$ cat src/rtl/rv_fetch_queue_if.sv
// Fetch front-end bus: instruction-memory request/response, redirect and decode handoff.
// master = fetch queue, slave = pipeline/memory environment.
interface rv_fetch_queue_if #(
   parameter int XLEN  = 32,
   parameter int DEPTH = 4
);
   localparam int CW = $clog2(DEPTH + 1);

   logic [XLEN-1:0] pc;
   logic            fetchReq;
   logic [31:0]     fetchI;
   logic            redirect;
   logic [XLEN-1:0] redirectPC;
   logic            pauseD;
   logic [31:0]     decodeI;
   logic [XLEN-1:0] decodePC;
   logic            validOut;
   logic [CW-1:0]   count;

   modport master (
      output pc, fetchReq, decodeI, decodePC, validOut, count,
      input  fetchI, redirect, redirectPC, pauseD
   );

   modport slave (
      input  pc, fetchReq, decodeI, decodePC, validOut, count,
      output fetchI, redirect, redirectPC, pauseD
   );
endinterface

$ cat src/rtl/rv_fetch_queue.sv
// Instruction-fetch front end: PC generator plus DEPTH-entry prefetch queue feeding decode.
// Instruction memory has a fixed 1-cycle read latency; redirects flush the queue.
module rv_fetch_queue #(
   parameter int              XLEN     = 32,
   parameter int              DEPTH    = 4,
   parameter logic [XLEN-1:0] RESET_PC = '0
) (
   input  logic              clk,
   input  logic              reset,
   rv_fetch_queue_if.master  bus
);
   localparam int              PW      = $clog2(DEPTH);
   localparam int              CW      = $clog2(DEPTH + 1);
   localparam logic [CW:0]     DEPTH_C = (CW+1)'(DEPTH);
   localparam logic [31:0]     NOP     = 32'h0000_0013;

   logic [XLEN-1:0] pc_q, pc_d;
   logic [CW-1:0]   count_q, count_d;
   logic [PW-1:0]   rd_ptr_q, rd_ptr_d;
   logic [PW-1:0]   wr_ptr_q, wr_ptr_d;
   logic            inflight_q, inflight_d;
   logic            squash_q, squash_d;
   logic [XLEN-1:0] inflight_pc_q, inflight_pc_d;

   logic [31:0]     instr_q [DEPTH];
   logic [XLEN-1:0] ipc_q   [DEPTH];

   logic            valid;
   logic            pop;
   logic            push;
   logic            fetch_req;
   logic [CW:0]     occ;
   logic [XLEN-1:0] redir_pc;

   assign redir_pc = bus.redirectPC & ~XLEN'(3);
   assign valid    = (count_q != '0);
   assign pop      = valid & ~bus.pauseD;
   assign push     = inflight_q & ~squash_q & ~bus.redirect;

   // Counting the pop lets a full queue refill in the same cycle it drains.
   assign occ       = {1'b0, count_q} + (CW+1)'(inflight_q) - (CW+1)'(pop);
   assign fetch_req = reset & ~bus.redirect & (occ < DEPTH_C);

   always_comb begin
      pc_d          = pc_q;
      count_d       = count_q;
      rd_ptr_d      = rd_ptr_q;
      wr_ptr_d      = wr_ptr_q;
      inflight_d    = fetch_req;
      inflight_pc_d = fetch_req ? pc_q : inflight_pc_q;
      squash_d      = 1'b0;
      if (bus.redirect) begin
         pc_d     = redir_pc;
         count_d  = '0;
         rd_ptr_d = '0;
         wr_ptr_d = '0;
         squash_d = inflight_q;
      end else begin
         if (fetch_req) pc_d = pc_q + XLEN'(4);
         if (push) wr_ptr_d = wr_ptr_q + PW'(1);
         if (pop) rd_ptr_d = rd_ptr_q + PW'(1);
         count_d = count_q + CW'(push) - CW'(pop);
      end
   end

   always_ff @(posedge clk or negedge reset) begin
      if (!reset) begin
         pc_q          <= RESET_PC;
         count_q       <= '0;
         rd_ptr_q      <= '0;
         wr_ptr_q      <= '0;
         inflight_q    <= 1'b0;
         squash_q      <= 1'b0;
         inflight_pc_q <= '0;
      end else begin
         pc_q          <= pc_d;
         count_q       <= count_d;
         rd_ptr_q      <= rd_ptr_d;
         wr_ptr_q      <= wr_ptr_d;
         inflight_q    <= inflight_d;
         squash_q      <= squash_d;
         inflight_pc_q <= inflight_pc_d;
      end
   end

   always_ff @(posedge clk or negedge reset) begin
      if (!reset) begin
         for (int i = 0; i < DEPTH; i++) begin
            instr_q[i] <= NOP;
            ipc_q[i]   <= '0;
         end
      end else if (push) begin
         instr_q[wr_ptr_q] <= bus.fetchI;
         ipc_q[wr_ptr_q]   <= inflight_pc_q;
      end
   end

   assign bus.pc       = pc_q;
   assign bus.fetchReq = fetch_req;
   assign bus.validOut = valid;
   assign bus.count    = count_q;
   assign bus.decodeI  = valid ? instr_q[rd_ptr_q] : NOP;
   assign bus.decodePC = valid ? ipc_q[rd_ptr_q] : '0;
endmodule
$ cat src/flat_wrapper.sv
// flat-port wrapper written by rule: the top's interface ports become plain ports
module rv_fetch_queue_flat 
#(
   parameter int              XLEN     = 32,
   parameter int              DEPTH    = 4,
   parameter logic [XLEN-1:0] RESET_PC = '0
)
  (clk, reset, bus_pc, bus_fetchReq, bus_decodeI, bus_decodePC, bus_validOut, bus_count, bus_fetchI, bus_redirect, bus_redirectPC, bus_pauseD);
  rv_fetch_queue_if #(.XLEN(XLEN), .DEPTH(DEPTH)) bus_i ();
  input  logic clk;
  input  logic reset;
  output wire logic [$bits(bus_i.pc)-1:0] bus_pc;
  output wire logic [$bits(bus_i.fetchReq)-1:0] bus_fetchReq;
  output wire logic [$bits(bus_i.decodeI)-1:0] bus_decodeI;
  output wire logic [$bits(bus_i.decodePC)-1:0] bus_decodePC;
  output wire logic [$bits(bus_i.validOut)-1:0] bus_validOut;
  output wire logic [$bits(bus_i.count)-1:0] bus_count;
  input wire logic [$bits(bus_i.fetchI)-1:0] bus_fetchI;
  input wire logic [$bits(bus_i.redirect)-1:0] bus_redirect;
  input wire logic [$bits(bus_i.redirectPC)-1:0] bus_redirectPC;
  input wire logic [$bits(bus_i.pauseD)-1:0] bus_pauseD;
  assign bus_pc = bus_i.pc;
  assign bus_fetchReq = bus_i.fetchReq;
  assign bus_decodeI = bus_i.decodeI;
  assign bus_decodePC = bus_i.decodePC;
  assign bus_validOut = bus_i.validOut;
  assign bus_count = bus_i.count;
  assign bus_i.fetchI = bus_fetchI;
  assign bus_i.redirect = bus_redirect;
  assign bus_i.redirectPC = bus_redirectPC;
  assign bus_i.pauseD = bus_pauseD;
  rv_fetch_queue #(.XLEN(XLEN), .DEPTH(DEPTH), .RESET_PC(RESET_PC)) u_core (.clk(clk), .reset(reset), .bus(bus_i));
endmodule
$ cat config.mk
export PLATFORM = sky130hd
export DESIGN_NAME = rv_fetch_queue_flat
export DESIGN_NICKNAME = d
export VERILOG_FILES = /design/src/rtl/rv_fetch_queue_if.sv /design/src/rtl/rv_fetch_queue.sv /design/src/flat_wrapper.sv
export SDC_FILE = /design/constraint.sdc
export NUM_CORES = 1
export LEC_CHECK = 0
export BUFFER_PORTS_ARGS = -buffer_cell sky130_fd_sc_hd__buf_2
export CAP_MARGIN = 20
export CORE_MARGIN = 2
export CORE_UTILIZATION = 30
export CTS_BUF_LIST = sky130_fd_sc_hd__clkbuf_8
export DETAILED_ROUTE_END_ITERATION = 6
export GPL_TIMING_DRIVEN = 0
export SLEW_MARGIN = 20
export SYNTH_ARGS = -nofsm -noshare
export SYNTH_HDL_FRONTEND = slang
export SYNTH_SLANG_ARGS = --single-unit
$ cat constraint.sdc
create_clock -name clk -period 3.9 [get_ports clk]
set_input_delay 0.78 -clock clk [delete_from_list [all_inputs] [get_ports clk]]
set_output_delay 0.78 -clock clk [all_outputs]
set_load 0.1 [all_outputs]
Word level (Yosys, flattened, before mapping)
Cells that the tools add are included.

operators by class
  bitwise logic cells = 10
  multipliers = 0
  equal/unequal tests = 0
  add/subtract/negate cells = 7
  muxes and demuxes = 20
  reduce and logical (&&, ||, !) cells = 5
  shifts and indexed selects = 0
  divide/modulo/power cells = 0
  magnitude comparators = 4

operators with widths
  kind                                                                   count
  32-bit two-way mux                                                     9
  128-bit bitwise mux                                                    2
  32-bit binary-select mux with 2-bit select                             2
  32-bit demux with 2-bit select                                         1
  32-bit by 3-bit adder with 32-bit output (second input constant)       1
  2-bit two-way mux                                                      4
  3-bit greater-or-equal comparator (second input constant)              2
  2-bit NOT with 3-bit output                                            2
  2-bit nonzero test                                                     3
  1-bit AND                                                              5
  2-bit by 1-bit adder with 2-bit output (second input constant)         2
  3-bit by 1-bit adder with 4-bit output                                 1
  4-bit by 3-bit < comparator with 1-bit output (second input constant)  1
  4-bit by 1-bit subtractor with 4-bit output                            1
  3-bit by 1-bit adder with 3-bit output                                 1
  3-bit by 1-bit < comparator with 1-bit output (second input constant)  1
  3-bit two-way mux                                                      1
  1-bit NOT                                                              3
  3-bit nonzero test                                                     1
  3-bit by 1-bit subtractor with 3-bit output                            1
  1-bit logical AND                                                      1
  1-bit two-way mux                                                      1

word-level totals
  bits in writable memories = 0
  latch bits = 0
  input bits = 68
  memories kept = 0
  register bits = 329
  memory bits (read-only) = 0

Longest topological paths before layout
  depth after elaboration = 7
  depth in mapped cells = 13

Worst setup path after synthesis
No wires, ideal clock.

  kind = reg2out
  start = register u_core.count_q[1], in the netlist u_core.bus.count[1]
  end = output port bus_fetchReq
  slack = -0.908 ns
  stages on the path, launching flop included = 12
  arrival = 4.028 ns
  path buffers = 2
  path through = dfrtp_1 -> nor3_1 -> nor2_1 -> ha_1 -> inv_1 -> ha_1 -> and3b_1 -> nor3_1 -> o22ai_2 -> inv_2 -> buf_4 -> clkbuf_1

between the ends
  cells in the longest elaborated chain, start to end = 5
  elaborated cells between the ends (all ways) = 6
  those cells by class = add/sub (2); order compare (1); bitwise (2); reduce/logical (1)

RTL lines
  what                                                                            RTL line              RTL
  start, declared                                                                 rv_fetch_queue.sv:18  logic [CW-1:0] count_q, count_d;
  start signal, assigned                                                          rv_fetch_queue.sv:77  count_q <= count_d;
  branches (longest 2 deep; another with 3-bit by 1-bit adder with 4-bit output)  n/a
  4-bit by 1-bit subtractor with 4-bit output (*)                                 rv_fetch_queue.sv:41  assign occ = {1'b0, count_q} + (CW+1)'(inflight_q) - (CW+1)'(pop);
  4-bit by 3-bit < comparator with 1-bit output (*)                               rv_fetch_queue.sv:42  assign fetch_req = reset & ~bus.redirect & (occ < DEPTH_C);
  1-bit AND (*)                                                                   rv_fetch_queue.sv:42
  end, declared                                                                   flat_wrapper.sv:13    output wire logic [$bits(bus_i.fetchReq)-1:0] bus_fetchReq;

Mark *: on every way between the ends.

Worst setup path in the final report
  start = register u_core.count_q[2], in the netlist u_core.bus.count[2]
  end = output port bus_fetchReq

The elaborated chain is that of the path after synthesis.

==> reports/results.tsv <==
stage	metric	value	unit
yosys	leading cell type by number of instances after synthesis	sky130_fd_sc_hd__dfrtp_1	
timing	highest attainable clock frequency	265	MHz
timing	max-slew violation count	0	
global_route	initial antenna violation count	0	
die	vertical extent of the die	226	um
global_route	GR Util All Layers	0.157	
placement	PortBufs	161	
routing	routed wire length	38800	um
clock_network	clock latency at the later pin of the worst-skew pair	0.64	ns
layout	ratio of cells with drive above 1 in the final layout	0.480	
yosys	synthesis warning total	0	
yosys	xor/xnor share of the synthesized area	0.00297	
die	area of the core region	0.0487	mm2
yosys	commonest cells in the netlist	305 x sky130_fd_sc_hd__dfrtp_1, 249 x sky130_fd_sc_hd__mux2_2, 104 x sky130_fd_sc_hd__nand2_1, 62 x sky130_fd_sc_hd__mux4_2, 62 x sky130_fd_sc_hd__nor2b_1	
timing	min cycle time layout	3.77	ns
global_route	global-route congestion overflow total	0	
yosys	Netlist Area Pre-Place	0.0147	mm2
routing	post-route DRC violation count	0	
global_route	largest net degree at the start of global routing	89	
die	Die Span X	226	um
worst_setup_path	cell repeated most along the worst path	sky130_fd_sc_hd__ha_1	
routing	first-pass iteration count of the detailed router	4	
pwr	leakage power figure	8.47	nW
timing	final total negative setup slack	0	ns
worst_setup_path	Crit Reg-Reg Endpoint	u_core.inflight_pc_q[21]	
worst_setup_path	Reg2Reg Depth	13	
yosys	number of distinct library cells after synthesis	50	
global_route	via count of the first global-routing pass	10300	
yosys	share of the synthesized area in the top cell type	0.518	
yosys	compound-gate portion of the synthesized area	0.0235	
worst_hold_path	path category of the worst min-delay check	in2reg	
worst_setup_path	critical path's largest stage delay	0.43	ns
layout	Area growth syn-to-layout	21.2	%
clock_network	Clock transition at path regs	0.06	ns
timing	number of failing setup endpoints in the final timing report	0	
die	row count	81	
die	area enclosed by the die boundary	0.0509	mm2
worst_setup_path	count of cell instances traversed by the critical path	11	
clock_network	TritonCTS clock tree	built	
worst_setup_path	maximum fanout count along the critical path	11	
yosys	count of state elements after synthesis	317	
worst_setup_path	launch point of the worst reg-to-reg path	u_core.bus.count[2]	
worst_setup_path	slack of the worst reg-to-reg path	0.82	ns
worst_setup_path	Top delay family on crit path	compound AO/OA/AOI/OAI gates	
clock_network	buffer depth of the longest clock path	3	
worst_setup_path	worst setup path startpoint	u_core.bus.count[2]	
layout	net total in the final layout	1378	
yosys	number of standard cells after synthesis	1069	
run	max_cap viols	0	
yosys	synthesized area per cell	13.8	um2
clock_network	H-tree depth	2	
timing	worst setup skew after layout	0.0386	ns
worst_setup_path	CP required	3.12	ns
die	Initial Util	0.302	
layout	number of filler cells placed in the layout	4768	
yosys	Async SR Flop Fraction	1.00	
routing	ratio of routed vias to standard cells	4.82	
timing	hold_ws	0.358	ns
routing	count of routing violations after the opening detailed-route iteration	585	
worst_setup_path	Worst Path Arrival	2.99	ns
worst_hold_path	Hold Path Cell Cnt	3	
worst_setup_path	CP Class	reg2out	
worst_setup_path	capturing element of the worst setup path	bus_fetchReq	
worst_setup_path	Cell Chain, Critical Path	nor3_4 -> nor2_4 -> ha_1 -> inv_2 -> ha_1 -> and3b_1 -> o2111a_1 -> o22ai_4 -> inv_8 -> clkbuf_8 -> buf_12	
yosys	basic-gate share of the synthesized area counting and, or, nand and nor cells	0.0948	
routing	via count	9690	
layout	post-route insts no fill	2010	
timing	setup repair after global routing missed its margin	true	
clock_network	CTS root buffer	sky130_fd_sc_hd__clkbuf_8	
placement	total placed instance area	0.0165	mm2
timing	transition time at the pin with the least slew margin	0.762	ns
clock_network	CTS Buf Count	58	
routing	remaining antenna violation count	0	
placement	Detailed Place HPWL	27100	um
run_status	run status	complete, no violations	
yosys	ranking of synthesized cells by area	sky130_fd_sc_hd__dfrtp_1 52%, sky130_fd_sc_hd__mux2_2 19%, sky130_fd_sc_hd__mux4_2 9.5%, sky130_fd_sc_hd__nand2_1 2.6%, sky130_fd_sc_hd__nor2b_1 2.6%	
worst_setup_path	total buffers and inverters traversed by the critical path	4	
pwr	areal power density over the cells	791	mW/mm2
yosys	Adder-Cell Fraction of Synth Area	0.00985	
worst_setup_path	Critical Path Source Type	register	
pwr	worst voltage drop across the vdd grid	0.000453	V
yosys	most common flop cell mapped by yosys	sky130_fd_sc_hd__dfrtp_1	
yosys	post-synthesis cell type with the largest combined area	sky130_fd_sc_hd__dfrtp_1	
placement	number of instances in the placed design	1901	
yosys	multiplexer fraction of the synthesized cell area	0.301	
routing	final routed wire length divided by cell count	19.3	um
worst_setup_path	kind of capture point of the worst setup path	output port	
layout	n_diodes	0	
timing	number of hold violations in the final report	0	
yosys	number of synthesized flops with an enable pin	0	
global_route	wire length of the first global-routing pass	61500	um
yosys	sequential area share after synthesis	0.539	
placement	final weighted congestion of routability-driven global placement	0.802	
layout	final std cell area, no fill	0.0179	mm2
worst_setup_path	Critical-path top delay cell	sky130_fd_sc_hd__dfrtp_2	
pwr	sum of internal, switching and leakage power	14.1	mW
timing	Max-Slew Margin vs Limit	0.492	
timing	final worst path period share	0.967	
yosys	combinational family with the most area after synthesis	multiplexers	
clock_network	CTS Sinks	317	
die	I/O pins	169	
timing repair:
action | CTS | global route
hold endpoints to repair | 19 | 0
setup endpoints to repair | 30 | 7
gates resized for setup | 15 | 5
hold buffers | 1 | 0
pin swaps | 2 | 2
buffers inserted | 2 | 1
sequential cells by signal, summed over array words and instances, names as in the netlist:
register,count
u_core.bus.count,3
u_core.bus.pc,30
u_core.inflight_pc_q,30
u_core.inflight_q,1
u_core.instr_q,128
u_core.ipc_q,120
u_core.rd_ptr_q,2
u_core.squash_q,1
u_core.wr_ptr_q,2
cells in the final DEF (no fill, tap or decap), types with 6 or more instances in the layout:
cell,instances
sky130_fd_sc_hd__a221o_1,16
sky130_fd_sc_hd__dfstp_2,12
sky130_fd_sc_hd__nor3_1,11
sky130_fd_sc_hd__o211ai_1,7
sky130_fd_sc_hd__inv_1,31
sky130_fd_sc_hd__nor4_1,17
sky130_fd_sc_hd__mux2_2,249
sky130_fd_sc_hd__mux2i_1,13
sky130_fd_sc_hd__nor2_1,11
sky130_fd_sc_hd__nor2b_1,62
sky130_fd_sc_hd__clkbuf_1,24
sky130_fd_sc_hd__nand2_1,104
sky130_fd_sc_hd__and2_1,6
sky130_fd_sc_hd__and3_1,10
sky130_fd_sc_hd__clkinv_2,8
sky130_fd_sc_hd__mux2_1,9
sky130_fd_sc_hd__dfrtp_1,304
sky130_fd_sc_hd__clkbuf_8,74
sky130_fd_sc_hd__buf_4,8
sky130_fd_sc_hd__nand4_1,6
sky130_fd_sc_hd__buf_2,201
sky130_fd_sc_hd__nand3_1,18
sky130_fd_sc_hd__mux4_2,62
sky130_fd_sc_hd__ha_1,10
how the worst min path moves through the flow:
stage / start / end / slack, ns
after CTS: bus_redirectPC[7] / u_core.bus.pc[7] / 0.29
after floorplan: reset / u_core.bus.count[0] / 0.48
after global placement: u_core.instr_q[30] / u_core.instr_q[30] / 0.48
after global routing: bus_redirectPC[7] / u_core.bus.pc[7] / 0.32
after detailed placement: u_core.instr_q[50] / u_core.instr_q[50] / 0.49
final: bus_redirectPC[7] / u_core.bus.pc[7] / 0.36
worst min-delay path, cell delays in order:
cell and delay, ns:
sky130_fd_sc_hd__buf_2 0.08, sky130_fd_sc_hd__nand2_1 0.04, sky130_fd_sc_hd__nand3_1 0.06
kinds of logic after synthesis:
logic type      count (synthesis)
mux                           333
xor+xnor                        5
simple gates                  269
buf+inv                        92
other cells                     1
fa+ha+maj                      11
flops                         317
compound gates                 41
report_power, final:
| part | internal, mW | leakage, nW | switching [mW] |
|---|---|---|---|
| sequential | 4.02 | 4.19 | 0.564 |
| clock | 1.95 | 0.724 | 1.44 |
| combinational | 1.78 | 3.55 | 4.38 |
| total | 7.75 | 8.47 | 6.39 |
layout make-up:
cell class | count | area, um2 | area share
plain buffers | 76 | 374 | 0.0209
clock buffers | 73 | 1000 | 0.0562
clock inverters | 34 | 259 | 0.0145
inverters | 14 | 60.1 | 0.00336
multi-input cells | 663 | 6410 | 0.359
flip-flops and latches | 317 | 7950 | 0.445
well taps | 664 | 831 | 0.0465
repair buffers | 169 | 973 | 0.0545
per-layer routing:
metal | up-vias | share of wire | GRT usage
met3 | 46 | 0.055 | 0.0350
met4 | 0 | 0.016 | 0.0410
li1 | 4339 | - | -
met1 | 5038 | 0.46 | 0.214
met2 | 267 | 0.47 | 0.253
met5 | - | 0 | 0
per-stage QoR:
| step | util | worst slack [ns] |
|---|---|---|
| floorplan | - | 0.0796 |
| global placement | 0.336 | -5.03 |
| detailed placement | 0.339 | -0.645 |
| CTS | 0.366 | 0.0301 |
| global route | 0.366 | -0.0481 |
| finish | 0.366 | 0.129 |
No activity file was read; power rests on OpenSTA's default activity.
